--- src/rtl/nv_tx_scheduler_if.sv ---
// Requester/serializer bus of the transmit scheduler.
// master: the scheduler itself; slave: requesters and serializer around it.
interface nv_tx_scheduler_if #(
  parameter int N_REQ = 3,
  parameter int DW    = 8,
  parameter int IDW   = 2
);
  logic [N_REQ-1:0]    req;
  logic [N_REQ*DW-1:0] req_data;
  logic [N_REQ-1:0]    ack;
  logic [N_REQ-1:0]    done;
  logic [N_REQ-1:0]    err;
  logic                tx_start;
  logic [DW-1:0]       tx_data;
  logic [1:0]          tx_status;
  logic                busy;
  logic [IDW-1:0]      grant_id;

  modport master (
    input  req, req_data, tx_status,
    output ack, done, err, tx_start, tx_data, busy, grant_id
  );

  modport slave (
    output req, req_data, tx_status,
    input  ack, done, err, tx_start, tx_data, busy, grant_id
  );
endinterface

--- src/rtl/nv_tx_scheduler.sv ---
// Round-robin scheduler sharing one transmit serializer among N_REQ requesters.
// Latches the winner's word, pulses tx_start, follows the serializer status to
// completion / error / timeout and reports per-requester done/err.
// Optional feature macro: NV_TX_RETRY_EN (retry a failed transfer up to
// MAX_RETRY extra times before reporting err).
module nv_tx_scheduler #(
  parameter int N_REQ     = 3,
  parameter int DW        = 8,
  parameter int TIMEOUT   = 1024,
  parameter int MAX_RETRY = 2,
  parameter int IDW       = 2
) (
  input logic               clkp,
  input logic               reset,
  nv_tx_scheduler_if.master bus
);

  localparam int TW  = $clog2(TIMEOUT);
  localparam int RCW = (MAX_RETRY > 0) ? $clog2(MAX_RETRY + 1) : 1;
  localparam logic [TW-1:0] T_LAST = TW'(TIMEOUT - 1);

  // Elaboration-time parameter sanity
  if (N_REQ < 2) begin : g_chk_nreq
    $error("nv_tx_scheduler: N_REQ must be >= 2");
  end
  if (TIMEOUT < 2) begin : g_chk_timeout
    $error("nv_tx_scheduler: TIMEOUT must be >= 2");
  end
  if ((1 << IDW) < N_REQ) begin : g_chk_idw
    $error("nv_tx_scheduler: IDW too small for N_REQ");
  end
  if (MAX_RETRY < 0 || RCW < 1) begin : g_chk_retry
    $error("nv_tx_scheduler: MAX_RETRY must be >= 0");
  end

  typedef enum logic [1:0] {
    IDLE,
    WAIT_ACCEPT,
    WAIT_DONE
`ifdef NV_TX_RETRY_EN
    , RETRY
`endif
  } state_t;

  state_t state, state_nxt;

  logic [IDW-1:0]   rr_ptr;
  logic [IDW-1:0]   winner;
  logic [DW-1:0]    win_data;
  logic             any_req;
  logic [TW-1:0]    timer;
  logic             timed_out;
  logic             launch;
  logic             relaunch;
  logic             complete;
  logic             fail;
  logic             fail_final;

  logic [N_REQ-1:0] ack_q, done_q, err_q;
  logic [N_REQ-1:0] ack_nxt, done_nxt, err_nxt;
  logic             start_q, start_nxt;
  logic [DW-1:0]    tx_data_q;
  logic [IDW-1:0]   grant_q;

`ifdef NV_TX_RETRY_EN
  logic [RCW-1:0]   retry_cnt;
  logic             retry_ok;
  assign retry_ok = (retry_cnt < RCW'(MAX_RETRY));
`endif

  // Round-robin pick: first set req bit scanning upward from rr_ptr+1, wrapping
  always_comb begin : arb
    int unsigned idx;
    winner   = rr_ptr;
    win_data = '0;
    any_req  = 1'b0;
    idx      = 0;
    for (int unsigned i = 1; i <= N_REQ; i++) begin
      idx = (32'(rr_ptr) + i) % N_REQ;
      if (!any_req && bus.req[idx]) begin
        any_req  = 1'b1;
        winner   = IDW'(idx);
        win_data = bus.req_data[idx*DW +: DW];
      end
    end
  end

  // State register
  always_ff @(posedge clkp or negedge reset) begin
    if (!reset) state <= IDLE;
    else        state <= state_nxt;
  end

  // Next-state logic; status 10 outranks 11, which outranks the timeout
  always_comb begin
    state_nxt  = state;
    launch     = 1'b0;
    relaunch   = 1'b0;
    complete   = 1'b0;
    fail       = 1'b0;
    fail_final = 1'b0;
    timed_out  = (timer == T_LAST);
    case (state)
      IDLE: begin
        if (any_req) begin
          launch    = 1'b1;
          state_nxt = WAIT_ACCEPT;
        end
      end
      WAIT_ACCEPT, WAIT_DONE: begin
        if (bus.tx_status == 2'b10) begin
          complete  = 1'b1;
          state_nxt = IDLE;
        end else if (bus.tx_status == 2'b11 || timed_out) begin
          fail = 1'b1;
`ifdef NV_TX_RETRY_EN
          if (retry_ok) begin
            state_nxt = RETRY;
          end else begin
            fail_final = 1'b1;
            state_nxt  = IDLE;
          end
`else
          fail_final = 1'b1;
          state_nxt  = IDLE;
`endif
        end else if (state == WAIT_ACCEPT && bus.tx_status == 2'b01) begin
          state_nxt = WAIT_DONE;
        end
      end
`ifdef NV_TX_RETRY_EN
      RETRY: begin
        relaunch  = 1'b1;
        state_nxt = WAIT_ACCEPT;
      end
`endif
      default: state_nxt = IDLE;
    endcase
  end

  // Output logic: next values of the registered pulses and the bus drive
  always_comb begin
    ack_nxt   = launch     ? (N_REQ'(1) << winner)  : '0;
    done_nxt  = complete   ? (N_REQ'(1) << grant_q) : '0;
    err_nxt   = fail_final ? (N_REQ'(1) << grant_q) : '0;
    start_nxt = launch | relaunch;

    bus.ack      = ack_q;
    bus.done     = done_q;
    bus.err      = err_q;
    bus.tx_start = start_q;
    bus.tx_data  = tx_data_q;
    bus.grant_id = grant_q;
    bus.busy     = (state != IDLE);
  end

  // Datapath: pulse registers, latched word/grant, attempt timer, rr pointer
  always_ff @(posedge clkp or negedge reset) begin
    if (!reset) begin
      ack_q     <= '0;
      done_q    <= '0;
      err_q     <= '0;
      start_q   <= 1'b0;
      tx_data_q <= '0;
      grant_q   <= '0;
      timer     <= '0;
      rr_ptr    <= IDW'(N_REQ - 1);
`ifdef NV_TX_RETRY_EN
      retry_cnt <= '0;
`endif
    end else begin
      ack_q   <= ack_nxt;
      done_q  <= done_nxt;
      err_q   <= err_nxt;
      start_q <= start_nxt;
      if (launch) begin
        tx_data_q <= win_data;
        grant_q   <= winner;
      end
      if (launch || relaunch) begin
        timer <= '0;
      end else if ((state == WAIT_ACCEPT || state == WAIT_DONE) && timer != T_LAST) begin
        timer <= timer + TW'(1);
      end
      if (complete || fail_final) begin
        rr_ptr <= grant_q;
      end
`ifdef NV_TX_RETRY_EN
      if (launch) begin
        retry_cnt <= '0;
      end else if (fail && retry_ok) begin
        retry_cnt <= retry_cnt + RCW'(1);
      end
`endif
    end
  end

endmodule
--- src/flat_wrapper.sv ---
// flat-port wrapper written by rule: the top's interface ports become plain ports
module nv_tx_scheduler_flat 
#(
  parameter int N_REQ     = 3,
  parameter int DW        = 8,
  parameter int TIMEOUT   = 1024,
  parameter int MAX_RETRY = 2,
  parameter int IDW       = 2
)
  (clkp, reset, bus_req, bus_req_data, bus_tx_status, bus_ack, bus_done, bus_err, bus_tx_start, bus_tx_data, bus_busy, bus_grant_id);
  nv_tx_scheduler_if #(.N_REQ(N_REQ), .DW(DW), .IDW(IDW)) bus_i ();
  input logic clkp;
  input logic reset;
  input wire logic [$bits(bus_i.req)-1:0] bus_req;
  input wire logic [$bits(bus_i.req_data)-1:0] bus_req_data;
  input wire logic [$bits(bus_i.tx_status)-1:0] bus_tx_status;
  output wire logic [$bits(bus_i.ack)-1:0] bus_ack;
  output wire logic [$bits(bus_i.done)-1:0] bus_done;
  output wire logic [$bits(bus_i.err)-1:0] bus_err;
  output wire logic [$bits(bus_i.tx_start)-1:0] bus_tx_start;
  output wire logic [$bits(bus_i.tx_data)-1:0] bus_tx_data;
  output wire logic [$bits(bus_i.busy)-1:0] bus_busy;
  output wire logic [$bits(bus_i.grant_id)-1:0] bus_grant_id;
  assign bus_i.req = bus_req;
  assign bus_i.req_data = bus_req_data;
  assign bus_i.tx_status = bus_tx_status;
  assign bus_ack = bus_i.ack;
  assign bus_done = bus_i.done;
  assign bus_err = bus_i.err;
  assign bus_tx_start = bus_i.tx_start;
  assign bus_tx_data = bus_i.tx_data;
  assign bus_busy = bus_i.busy;
  assign bus_grant_id = bus_i.grant_id;
  nv_tx_scheduler #(.N_REQ(N_REQ), .DW(DW), .TIMEOUT(TIMEOUT), .MAX_RETRY(MAX_RETRY), .IDW(IDW)) u_core (.clkp(clkp), .reset(reset), .bus(bus_i));
endmodule
--- config.mk ---
export PLATFORM = sky130hd
export DESIGN_NAME = nv_tx_scheduler_flat
export DESIGN_NICKNAME = d
export VERILOG_FILES = /design/src/rtl/nv_tx_scheduler_if.sv /design/src/rtl/nv_tx_scheduler.sv /design/src/flat_wrapper.sv
export SDC_FILE = /design/constraint.sdc
export NUM_CORES = 1
export LEC_CHECK = 0
export CELL_PAD_IN_SITES_DETAIL_PLACEMENT = 1
export CELL_PAD_IN_SITES_GLOBAL_PLACEMENT = 1
export CORE_UTILIZATION = 40
export CTS_BUF_LIST = sky130_fd_sc_hd__clkbuf_4
export CTS_CLUSTER_SIZE = 25
export DETAILED_ROUTE_END_ITERATION = 10
export GPL_TIMING_DRIVEN = 1
export MAX_ROUTING_LAYER = met4
export PLACE_DENSITY_LB_ADDON = 0.1
export SLEW_MARGIN = 20
export SYNTH_ARGS = -nofsm -noshare
export SYNTH_HDL_FRONTEND = slang
export SYNTH_SLANG_ARGS = --single-unit
--- constraint.sdc ---
create_clock -name clkp -period 2.6 [get_ports clkp]
set_clock_uncertainty 0.05 [all_clocks]
set_input_delay 0.26 -clock clkp [delete_from_list [all_inputs] [get_ports clkp]]
set_output_delay 0.26 -clock clkp [all_outputs]
set_load 0.03 [all_outputs]
==> metrics, run 1 <==
outcome=finished clean; Routed Antenna Nets=0; slowest CP cell=dfstp_2; CTS Root Cell=clkbuf_4; initial antenna violation count=0; period utilization=94.55%; setup TNS=0 ns; ys flop type=dfrtp_1; Overall Global Routing Usage=21.91%; antenna cells=0; yosys warns=0; Critical Path, Cell by Cell=inv_1, ha_2, buf_4, nand3b_1, mux2i_1, nor3_4, a22oi_1, a221oi_1; DIE WIDTH=roughly 83 µm; CTS Sinks=34; final net count=410; Worst slew margin=64.36%; via count=2462; largest net degree at the start of global routing=35; Overall Power=3.862 mW; # DRC=0; Max-cap violations=0; Mapped Area=between 0.002 and 0.003 mm²; pwr dens=1158 mW/mm²; Clock transition at path regs=0.10 ns; Initial Util=41.58%; syn nets=352; Hold Fails Final Rpt=0; WL/cell=approximately 16 µm; number of synthesized register bits=34; IO Port Bufs=~50; Mapped Avg Cell Area=8.572 µm²; CTS tree=built; share of cells above drive strength 1=11.20%; TritonCTS Buffers=5; Period minus WS final=2.458 ns; FP Rows=29; worst reg2reg path depth=8; synth top area cells=dfrtp_1 31%, mux2i_1 13%, o21ai_0 6.4%; number of enable flip-flop cells after synthesis=0; Initial DRC Count=100; Post-DP HPWL=5.488 mm; RSZ-0062 raised after global routing=false; Crit path largest cell delay=0.60 ns; 1st-pass router iterations=4; crit end category=flip-flop; fmax=0.4068 GHz; vias per inst=roughly 5.6; Core Area=0.006350 mm²; Tightest Pin Transition=0.5290 ns; routed wire length=7.234 mm; FILL cells=767; placer congestion estimate=slightly above 0.8; total grt overflow=0; Required @ worst endpoint=2.77 ns; Yosys top cell area share=31.28%; asr flop ratio synth=100.0%; Min-Delay Path Class=input port to asynchronous set/reset pin; CTS H-tree depth=2; Crit Path Max Fanout=11; Pleak=1.376 nW; vias in the first global route=2541; clock tree buffer depth=2; final setup violation count=0; first-pass GRT wire length=12.12 mm; Arr. time, crit path=2.63 ns; full die area=around 0.007 mm²; Seq/Total Area, Yosys=32.27%; area delta synth->final=26.30%; Synth Instances=308; Worst setup SP type=flip-flop; post-synth top area cell=dfrtp_1; cts hold-fix bufs=0; Ports=52; worst reg2reg setup slack=0.14 ns; final slew viol count=0; Cell variety after synth=50; Worst-Skew Late Latency=about 0.33 ns; Worst Path Class, Setup=flip-flop to flip-flop; peak supply drop=0.6825 mV; die height=83.24 µm
-- critical path: cells and delay by family, from the launching register on --
family | cells | cell delay, ns
buffers and inverters | 2 | 0.28
adder cells (fa/ha/maj) | 1 | 0.31
AO/OA/AOI/OAI | 2 | 0.45
multiplexers | 1 | 0.18
flip-flops | 1 | 0.60
AND/OR/NAND/NOR | 2 | 0.47
-- cells by family (layout without fill, tap and decap cells) --
family	after synthesis	count (layout)	share of synthesized area, %
simple gates	104	104	19.95
compound gates	81	81	19.10
mux	36	36	13.79
flops	34	34	32.27
buf+inv	34	92	6.730
fa+ha+maj	13	13	6.161
xor+xnor	6	6	1.991
-- cells in the final DEF (no fill, tap or decap), drive strengths merged, types with 3 or more instances in the layout --
cell | synthesis | layout
xnor2 | 5 | 5
ha | 13 | 13
inv | 15 | 15
nand3 | 6 | 6
clkbuf | 5 | 7
clkdlybuf4s50 | 0 | 51
mux2i | 33 | 33
nand2 | 35 | 35
and2 | 3 | 3
a21oi | 16 | 16
nor2 | 33 | 33
nor4b | 3 | 3
o21ai | 35 | 35
or3 | 3 | 3
nor3 | 6 | 6
o22ai | 5 | 5
dfrtp | 33 | 33
mux2 | 3 | 3
a31oi | 6 | 6
a22oi | 4 | 4
a221oi | 3 | 3
buf | 14 | 19
a32oi | 4 | 4
-- cell usage after synthesis, drive strengths merged, types with 4 or more instances --
cell type,instances
o22ai,5
a31oi,6
dfrtp,33
xnor2,5
nand3,6
buf,14
mux2i,33
nor2,33
o21ai,35
clkbuf,5
a22oi,4
a21oi,16
nand2,35
inv,15
nor3,6
a32oi,4
ha,13
-- cell type report --
type / instances / area [µm²] / share of cell area [%]
Multi-Input combinational cell: 240 / 1620 / 48.59
Sequential cell: 34 / 852.1 / 25.55
Timing Repair Buffer: 70 / 656.9 / 19.70
Tap cell: 77 / 96.34 / 2.889
Inverter: 15 / 56.30 / 1.689
Clock buffer: 7 / 52.55 / 1.576
-- power breakdown --
part / switching [mW] / leakage (nW) / internal (mW)
Sequential: 0.125 / 0.441 / 0.706
Combinational: 1.59 / 0.902 / 1.15
Clock: 0.166 / 0.0322 / 0.123
-- state kept, by name, indices dropped and copies added (netlist names) --
| name | flops |
|---|---|
| u_core.bus.tx_start | 1 |
| u_core.bus.ack | 3 |
| u_core.bus.grant_id | 2 |
| u_core.bus.done | 3 |
| u_core.rr_ptr | 2 |
| u_core.state | 2 |
| u_core.timer | 10 |
| u_core.bus.tx_data | 8 |
| u_core.bus.err | 3 |
-- path summary, 6_finish.rpt --
kind                                  startpoint                     end
min in group clkp                u_core.timer[8]         u_core.timer[8]
worst max-delay path            u_core.rr_ptr[1]   u_core.bus.tx_data[7]
worst max register to register  u_core.rr_ptr[1]   u_core.bus.tx_data[7]
worst min register to register   u_core.timer[8]         u_core.timer[8]
max in group asynchronous                  reset        u_core.rr_ptr[1]
worst min-delay path                       reset  u_core.bus.grant_id[0]
-- routing by layer --
layer | global-route usage, % | routed length, µm | vias up
met5 | - | 0 | -
met4 | 4.545 | 46 | 0
met3 | 3.579 | 344 | 4
met2 | 35.69 | 3373 | 53
met1 | 28.84 | 3469 | 1194
li1 | - | - | 1211
-- through the flow --
stage | std cells | hold WS [ns] | area, µm² | setup slack (ns) | util [%]
finish | 443 | 0.2843 | 3334 | 0.1417 | 52.51
global route | 443 | 0.3151 | 3334 | 0.01299 | 52.51
CTS | 442 | 0.2825 | 3313 | 0.02937 | 52.18
detailed placement | 435 | 0.4833 | 3261 | 0.05554 | 51.35
global placement | 435 | 0.4747 | 3261 | 0.1707 | 51.35
floorplan | 308 | -0.08559 | 2640 | 0.3876 | -
-- repair_timing --
action	in CTS	in global routing
setup endpoints to repair	0	17
buffers inserted	0	1
gates resized for setup	0	5
(Power assumes the default switching activity.)
==> inputs of run 2 (changes only) <==
CTS_BUF_LIST = sky130_fd_sc_hd__clkbuf_8   (was sky130_fd_sc_hd__clkbuf_4)
==> run 2 against run 1 <==
  * Global-route usage increased by 0.55 points
  * Via count is 0.12% lower
  * Non-clock buffer count is 1 lower
  * First-iteration DRC count down 10%
  * Cell area up 0.49%
  * Cell count down 0.23%
  * Total power is 2.0% higher
  * Highest routed layer unchanged
  * Critical endpoint unchanged
  * Sequential share of layout area down 0.12 points
  * Maximum frequency is essentially flat
==> metrics, run 2 (synthesized netlist as in run 1, its figures left out) <==
worst path bufs/invs=2; register area=852.1 µm²; CTS H-tree depth=2; Critical Path, Cell by Cell=inv_1, ha_2, buf_4, and2_1, a2bb2oi_1, nor3_4, a22oi_1, a221oi_1; routed wire length=7.379 mm; Worst R2R Start=u_core.rr_ptr[1]; Required @ worst endpoint=2.73 ns; Tightest Pin Transition=0.5312 ns; cell area after layout=~0.0034 mm²; first-pass GRT wire length=12.36 mm; Overall Global Routing Usage=~22%; period utilization=94.63%; Max-cap violations=0; worst reg2reg path depth=8; Ports=52; outcome=finished clean; clock tree buffer depth=2; die height=83.24 µm; Worst slew margin=64.21%; fmax=between 0.4 and 0.5 GHz; Critical Path Start=u_core.rr_ptr[1]; share of cells above drive strength 1=10.41%; setup bufs post-CTS=0; Worst setup SP type=flip-flop; Initial Util=41.58%; # DRC=0; placer congestion estimate=0.8173; initial antenna violation count=0; Hold Fails Final Rpt=0; setup TNS=0 ns; crit path to=u_core.bus.tx_data[7]; met1 GRT Util=29.28%; largest net degree at the start of global routing=35; most frequent cells in the layout=51 x clkdlybuf4s50_1, 35 x nand2_1, 34 x o21ai_0; pwr dens=1175 mW/mm²; Largest register FFs=10; Crit Path Max Fanout=11; vias per inst=5.563; Top reg by flops=u_core.timer; slowest CP cell=dfstp_2; Core Area=0.006350 mm²; CTS Root Cell=clkbuf_8; Clock transition at path regs=0.07 ns; delay-heaviest family, CP=flip-flops; routing usage on met3=3.877%; Initial DRC Count=90; total grt overflow=0; Worst Path Class, Setup=flip-flop to flip-flop; FILL cells=768; RSZ-0062 raised after global routing=false; Arr. time, crit path=2.59 ns; Pleak=1.385 nW; antenna cells=0; Crit path depth=8; final setup violation count=0; CTS Sinks=34; FP Rows=29; Crit path largest cell delay=0.60 ns; IO Port Bufs=51; Period minus WS final=2.460 ns; commonest non-fill, non-tap cell in the layout=clkdlybuf4s50_1; CTS tree=built; multi-input logic area=approximately 0.0016 mm²; peak supply drop=0.6422 mV; area delta synth->final=26.92%; Most Crowded Layer GR=met2; 1st-pass router iterations=4; worst reg2reg setup slack=0.14 ns; crit end category=flip-flop; Placed Area=0.003261 mm²; final net count=409; worst r2r dst=u_core.bus.tx_data[7]; Post-DP HPWL=about 5.5 mm; TritonCTS Buffers=5; met2 Usage GRT=between 30% and 40%; WL/cell=16.69 µm; via count=2459; Min-Delay Path Class=input port to asynchronous set/reset pin; full die area=a little under 0.007 mm²; Routed Antenna Nets=0; DIE WIDTH=approximately 83 µm; vias in the first global route=2574; final slew viol count=0; Worst-Skew Late Latency=0.29 ns
run 2: repair_timing:
| item | CTS | global route |
|---|---|---|
| resized for setup | 0 | 5 |
| hold buffers | 0 | 0 |
| setup endpoints to repair | 0 | 17 |
run 2: final cells by class:
| type | instances | area share (%) |
|---|---|---|
| Clock inverter | 2 | 0.2240 |
| Multi-Input combinational cell | 240 | 48.36 |
| Timing Repair Buffer | 69 | 19.38 |
| Sequential cell | 34 | 25.43 |
| Tap cell | 77 | 2.875 |
| Clock buffer | 5 | 2.054 |
| Inverter | 15 | 1.680 |
run 2: routing by layer:
| metal | vias up | routed length [µm] |
|---|---|---|
| met5 | - | 0 |
| met3 | 6 | 337 |
| met1 | 1194 | 3502 |
| met2 | 46 | 3479 |
| met4 | 0 | 59 |
| li1 | 1213 | - |
run 2: per-stage QoR:
stage	hold slack (ns)	worst slack, ns	total power [mW]	util [%]	cells
2_1_floorplan	-0.08559	0.3876	2.728	-	308
3_3_place_gp	0.4747	0.1707	3.492	51.35	435
3_5_place_dp	0.4833	0.05554	3.568	51.35	435
4_1_cts	0.3404	0.01603	3.947	52.55	442
5_1_grt	0.3789	0.01112	4.254	52.77	442
6_report	0.3261	0.1396	3.938	52.77	442
run 2: worst min-delay path by stage:
stage,startpoint,to,cells past startpoint
6_report,reset,u_core.timer[6],2
5_1_grt,reset,u_core.bus.tx_data[3],2
4_1_cts,reset,u_core.bus.grant_id[0],2
3_5_place_dp,u_core.rr_ptr[1],u_core.rr_ptr[1],2
3_3_place_gp,u_core.rr_ptr[1],u_core.rr_ptr[1],2
2_1_floorplan,reset,u_core.bus.ack[0],0
run 2: report_power, final:
part	total, mW	internal (mW)	switching (mW)
Clock	0.360	0.176	0.184
Sequential	0.837	0.707	0.129
Combinational	2.74	1.15	1.59
